File: config.mk
export PLATFORM = sky130hd
export DESIGN_NAME = pmem_arbiter
export DESIGN_NICKNAME = d
export VERILOG_FILES = /design/src/rtl/pmem_arb_pkg.sv /design/src/rtl/pmem_arb_grant.sv /design/src/rtl/pmem_arbiter.sv
export SDC_FILE = /design/constraint.sdc
export NUM_CORES = 1
export LEC_CHECK = 0
export ABC_AREA = 1
export BUFFER_PORTS_ARGS = -buffer_cell sky130_fd_sc_hd__clkbuf_2
export CELL_PAD_IN_SITES_DETAIL_PLACEMENT = 1
export CELL_PAD_IN_SITES_GLOBAL_PLACEMENT = 1
export CORE_AREA = 4 4 532 534
export CTS_CLUSTER_SIZE = 14
export DETAILED_ROUTE_END_ITERATION = 8
export DIE_AREA = 0 0 536 538
export PLACE_DENSITY = 0.3
export SETUP_SLACK_MARGIN = 0.5
export SYNTH_ARGS = -nofsm -noshare
export SYNTH_HDL_FRONTEND = slang
export SYNTH_SLANG_ARGS = --single-unit
File: constraint.sdc
create_clock -name clk -period 2 [get_ports clk]
set_input_delay 0.4 -clock clk [delete_from_list [all_inputs] [get_ports clk]]
set_output_delay 0.4 -clock clk [all_outputs]
set_load 0.05 [all_outputs]
File: src/rtl/pmem_arb_pkg.sv
// Shared types and default widths for the physical-memory port arbiter.
package pmem_arb_pkg;

  localparam int unsigned DEFAULT_ADDR_W = 32;
  localparam int unsigned DEFAULT_LINE_W = 256;

  typedef enum logic [1:0] {
    StIdle,
    StBusyI,
    StBusyD,
    StRecover
  } arb_state_t;

  typedef enum logic {
    ReqI,
    ReqD
  } req_id_t;

endpackage

File: src/rtl/pmem_arb_grant.sv
// Combinational requester selector. With PMEM_ARB_RR_EN defined a tie goes to the favoured
// requester; otherwise the dcache always wins a tie.
module pmem_arb_grant
  import pmem_arb_pkg::*;
(
  input  logic    i_req_i,
  input  logic    d_req_i,
  input  req_id_t favour_i,
  output logic    grant_valid_o,
  output req_id_t grant_id_o
);

  req_id_t tie_pick;

`ifdef PMEM_ARB_RR_EN
  assign tie_pick = favour_i;
`else
  logic unused_favour;
  assign unused_favour = favour_i;
  assign tie_pick      = ReqD;
`endif

  always_comb begin
    grant_valid_o = i_req_i | d_req_i;
    grant_id_o    = ReqI;
    if (i_req_i && d_req_i) begin
      grant_id_o = tie_pick;
    end else if (d_req_i) begin
      grant_id_o = ReqD;
    end
  end

endmodule

File: src/rtl/pmem_arbiter.sv
// Arbitrates the single cacheline adaptor port between icache and dcache, one line at a time.
// Define PMEM_ARB_RR_EN for round-robin tie breaking; default is fixed dcache priority.
module pmem_arbiter
  import pmem_arb_pkg::*;
#(
  parameter int unsigned ADDR_W = DEFAULT_ADDR_W,
  parameter int unsigned LINE_W = DEFAULT_LINE_W
) (
  input  logic              clk,
  input  logic              reset_n,
  input  logic              i_read,
  input  logic [ADDR_W-1:0] i_addr,
  output logic [LINE_W-1:0] i_rdata,
  output logic              i_resp,
  input  logic              d_read,
  input  logic              d_write,
  input  logic [ADDR_W-1:0] d_addr,
  input  logic [LINE_W-1:0] d_wdata,
  output logic [LINE_W-1:0] d_rdata,
  output logic              d_resp,
  output logic              m_read,
  output logic              m_write,
  output logic [ADDR_W-1:0] m_addr,
  output logic [LINE_W-1:0] m_wdata,
  input  logic [LINE_W-1:0] m_rdata,
  input  logic              m_resp
);

  arb_state_t        state_q, state_d;
  logic              m_read_q, m_read_d;
  logic              m_write_q, m_write_d;
  logic [ADDR_W-1:0] m_addr_q, m_addr_d;
  logic [LINE_W-1:0] m_wdata_q, m_wdata_d;

  logic    d_req;
  logic    grant_valid;
  req_id_t grant_id;
  req_id_t favour;

  assign d_req = d_read | d_write;

`ifdef PMEM_ARB_RR_EN
  req_id_t rr_q, rr_d;

  always_ff @(posedge clk or negedge reset_n) begin
    if (!reset_n) begin
      rr_q <= ReqI;
    end else begin
      rr_q <= rr_d;
    end
  end

  assign favour = rr_q;
`else
  assign favour = ReqD;
`endif

  pmem_arb_grant u_grant (
    .i_req_i       (i_read),
    .d_req_i       (d_req),
    .favour_i      (favour),
    .grant_valid_o (grant_valid),
    .grant_id_o    (grant_id)
  );

  always_comb begin
    state_d   = state_q;
    m_read_d  = m_read_q;
    m_write_d = m_write_q;
    m_addr_d  = m_addr_q;
    m_wdata_d = m_wdata_q;
`ifdef PMEM_ARB_RR_EN
    rr_d      = rr_q;
`endif
    unique case (state_q)
      StIdle: begin
        if (grant_valid) begin
          if (grant_id == ReqD) begin
            state_d   = StBusyD;
            m_addr_d  = d_addr;
            m_wdata_d = d_wdata;
            // A read+write protocol error is served as a writeback.
            m_write_d = d_write;
            m_read_d  = ~d_write;
          end else begin
            state_d   = StBusyI;
            m_addr_d  = i_addr;
            m_read_d  = 1'b1;
            m_write_d = 1'b0;
          end
`ifdef PMEM_ARB_RR_EN
          rr_d = (grant_id == ReqD) ? ReqI : ReqD;
`endif
        end
      end
      StBusyI, StBusyD: begin
        if (m_resp) begin
          m_read_d  = 1'b0;
          m_write_d = 1'b0;
          state_d   = StRecover;
        end
      end
      StRecover: begin
        state_d = StIdle;
      end
      default: begin
        state_d = StIdle;
      end
    endcase
  end

  always_ff @(posedge clk or negedge reset_n) begin
    if (!reset_n) begin
      state_q   <= StIdle;
      m_read_q  <= 1'b0;
      m_write_q <= 1'b0;
      m_addr_q  <= '0;
      m_wdata_q <= '0;
    end else begin
      state_q   <= state_d;
      m_read_q  <= m_read_d;
      m_write_q <= m_write_d;
      m_addr_q  <= m_addr_d;
      m_wdata_q <= m_wdata_d;
    end
  end

  assign m_read  = m_read_q;
  assign m_write = m_write_q;
  assign m_addr  = m_addr_q;
  assign m_wdata = m_wdata_q;

  // Read data fans out to both caches; only the granted side sees a resp.
  assign i_rdata = m_rdata;
  assign d_rdata = m_rdata;
  assign i_resp  = (state_q == StBusyI) & m_resp;
  assign d_resp  = (state_q == StBusyD) & m_resp;

`ifndef SYNTHESIS
  a_no_read_and_write : assert property (@(posedge clk) disable iff (!reset_n)
    !(d_read && d_write))
    else $error("pmem_arbiter: d_read and d_write asserted together");
`endif

endmodule

==> flow_metrics.env <==
export IMPL_place_area_um2=20220
export IMPL_drtAntennaViolNets=0
export IMPL_relSlewSlack=0.5315
export IMPL_min_from="d_wdata[177]"
export IMPL_start_util=0.05688
export IMPL_ys_ff_latch=292
export IMPL_die_h_um=538
export IMPL_setup_viol=2
export IMPL_port_buffers=617
export IMPL_synth_xor_area_frac=0
export IMPL_grt_ovfl_total=0
export IMPL_syn_avg_cell_area_um2=8.339
export IMPL_synthTopCellsByArea="dfrtp_1, buf_4, nand2_1, nand3_1, buf_2"
export IMPL_tightest_slew_ns=0.7027
export IMPL_violations="negative setup slack"
export IMPL_track_usage=0.08776
export IMPL_fmax_ghz=0.4933
export IMPL_yosys_area_top_type_share=0.4614
export IMPL_synthSimpleGateAreaFrac=0.2558
export IMPL_synth_fa_ha_area_frac=0.002370
export IMPL_fin_area_um2=32460
export IMPL_dieWidth_um=536
export IMPL_syn_cell_area_um2=15840
export IMPL_slew_viol_final=0
export IMPL_r2r_end="m_wdata[213]$_DFFE_PN0P_"
export IMPL_synthesis_nets=2484
export IMPL_critPathCaptureType="primary output"
export IMPL_area_growth_pct=105.0
export IMPL_r2r_start="state_q[0]$_DFFE_PN0P_"
export IMPL_vias_per_cell=2.425
export IMPL_syn_inst=1899
export IMPL_worstSkewPairLatency_ns=0.69
export IMPL_cts_root_buf="clkbuf_16"
export IMPL_clockBufferDepth=3
export IMPL_yosysMostFrequentCell="nand2_1"
export IMPL_fp_dieArea_um2=288400
export IMPL_fin_ws_ns=-0.02711
export IMPL_grt_max_degree=82
export IMPL_p_per_area_nw_per_um2=1862
export IMPL_num_vias=15320
export IMPL_cts_sinks=292
export IMPL_grt_pass1_wl_um=167300
export IMPL_cp_required_ns=1.60
export IMPL_numCtsBuffers=46
export IMPL_drive_above_1_share=0.5309
export IMPL_synth_top_family_by_area="buffers and inverters"
export IMPL_layout_nets=3139
export IMPL_finalCriticalPeriod_ns=2.027
export IMPL_start_kind="flop"
export IMPL_hold_class="in2reg"
export IMPL_rsz0062_at_grt="true"
export IMPL_min_to="m_wdata[177]$_DFFE_PN0P_"
export IMPL_worstHoldPathCells=3
export IMPL_max_stage_delay_ns=0.41
export IMPL_synth_commonest_cells="nand2_1, buf_4, dfrtp_1, nand3_1, buf_2"
export IMPL_synth_warnings=0
export IMPL_regArea_um2=7340
export IMPL_finClkSkew_ns=0.04041
export IMPL_cp_max_fo=3
export IMPL_pre_cts_slack_ns=0.1601
export IMPL_irDropWorstVdd_mv=0.6248
export IMPL_synth_compound_area_frac=0.001185
export IMPL_antenna_found_initial=27
export IMPL_arrival_ns=1.63
export IMPL_power_uw=60450
export IMPL_core_um2=278400
export IMPL_drc=0
export IMPL_ff2ff_path_depth=10
export IMPL_dp_hpwl_um=108600
export IMPL_pin_count=1386
export IMPL_path_clk_slew_ns=0.06
export IMPL_synth_mux_area_frac=0
export IMPL_multiInputGateArea_um2=5746
export IMPL_status="complete, but fails checks"
export IMPL_yosysTopAreaCell="dfrtp_1"
export IMPL_nFillCells=32610
export IMPL_num_rows=194
export IMPL_p_leak_uw=0.01465
export IMPL_htreeDepth=2
export IMPL_yosysUniqueCellTypes=17
export IMPL_dr_pass1_iters=4
export IMPL_drv_cap=0
export IMPL_drt_total_wl_um=137200
export IMPL_drt_initial_drc_count=540
export IMPL_first_global_vias=16170
export IMPL_seq_area_frac_synth=0.4614
export IMPL_final_hold_viol_count=0
export IMPL_ys_flop_type="dfrtp_1"
export IMPL_globalplace_congestion=0.7329
export IMPL_async_flop_share=1.000
export IMPL_cts_tree="built"
export IMPL_wl_per_cell_um=21.71
export IMPL_cpMaxStageDelayCell="dfrtp_1"
export IMPL_ff2ff_setup_slack_ns=0.15
export IMPL_timing_setup_tns_ns=-0.05147
export IMPL_synth_edff_count=0
export IMPL_fin_crit_sh=1.014
export IMPL_crit_top_cell="inv_2"
export IMPL_worstPathCellList="inv_2 -> ha_1 -> nand2_1 -> inv_2 -> buf_12"
export IMPL_critPathKind="reg2out"
==> cells by family after synthesis <==
logic type,after synthesis
buf+inv,618
simple gates,985
fa+ha+maj,3
flops,292
compound gates,1
==> cell usage in the layout (no fill, tap or decap), drive strengths merged <==
cell,synthesis,final
nand2,719,719
bufbuf,0,1
nand4,4,4
dfrtp,292,292
dlygate4sd3,0,305
ha,3,3
buf,603,381
or2,1,1
clkinv,0,10
diode,0,6
clkinvlp,0,1
bufinv,0,7
nand3,258,258
nor2,3,3
clkbuf,6,591
a21boi,1,1
inv,9,13
==> critical path, delay by kind of cell, from the launching register on <==
family,cells,cell delay (ns)
adders and majority gates,1,0.14
buffers and inverters,3,0.29
DFF,1,0.41
and+or+nand+nor,1,0.06
==> stage by stage <==
| step | std cells | hold WS (ns) | util |
|---|---|---|---|
| floorplan | 1899 | 0.1044 | - |
| detailed placement | 5721 | 0.3985 | 0.07261 |
| finish | 6320 | 0.09252 | 0.1166 |
| global placement | 5721 | 0.3948 | 0.07261 |
| CTS | 6219 | 0.004703 | 0.1058 |
| global route | 6317 | 0.03102 | 0.1166 |
==> how the worst max path moves through the flow <==
stage,from,endpoint,slack [ns],cells after the start
after CTS,state_q[0]$_DFFE_PN0P_,d_resp,-0.15,5
after global routing,state_q[1]$_DFFE_PN0P_,i_resp,-0.16,5
final,state_q[0]$_DFFE_PN0P_,d_resp,-0.03,5
after floorplan,state_q[0]$_DFFE_PN0P_,m_addr[0]$_DFFE_PN0P_,0.60,8
after global placement,state_q[0]$_DFFE_PN0P_,m_wdata[80]$_DFFE_PN0P_,0.18,7
after detailed placement,state_q[0]$_DFFE_PN0P_,m_wdata[80]$_DFFE_PN0P_,0.16,7
==> report_power, final <==
group	internal, uW	total [uW]	leakage, uW	switching, uW
sequential	8870	11900	0.00358	2980
combinational	16500	39300	0.0103	22900
clock	5470	9260	0.000808	3790
total	30800	60400	0.0146	29600
==> routing by layer <==
layer | vias to the layer above | share of wire | track usage
li1 | 6765 | - | -
met1 | 7238 | 0.36 | 0.09125
met2 | 921 | 0.41 | 0.1270
met3 | 397 | 0.16 | 0.06322
met4 | 2 | 0.068 | 0.05297
met5 | - | 0.00099 | 0.003454
==> registers in the layout, summed over array words and instances (netlist names) <==
register / count
m_addr: 32
m_read: 1
m_wdata: 256
m_write: 1
state_q: 2
==> repair_timing <==
item                                    in CTS  in global routing
hold buffers                               305                  0
pin swaps                                   45                 40
gates resized for setup                    717                666
cloned                                      10                 23
buffers inserted                            99                 72
endpoints found under the hold margin      288                  0
endpoints found under the setup margin     554                584
==> layout make-up <==
type / count / share of cell area
Clock inverter: 22 / 0.01079
Timing Repair Buffer: 1216 / 0.4012
Tap cell: 3724 / 0.1435
Antenna cell: 6 / 0.0004625
Clock buffer: 62 / 0.03978
Sequential cell: 292 / 0.2261
Multi-Input combinational cell: 989 / 0.1770
Inverter: 9 / 0.001195
Note: power is estimated with default switching activity, not from simulation.
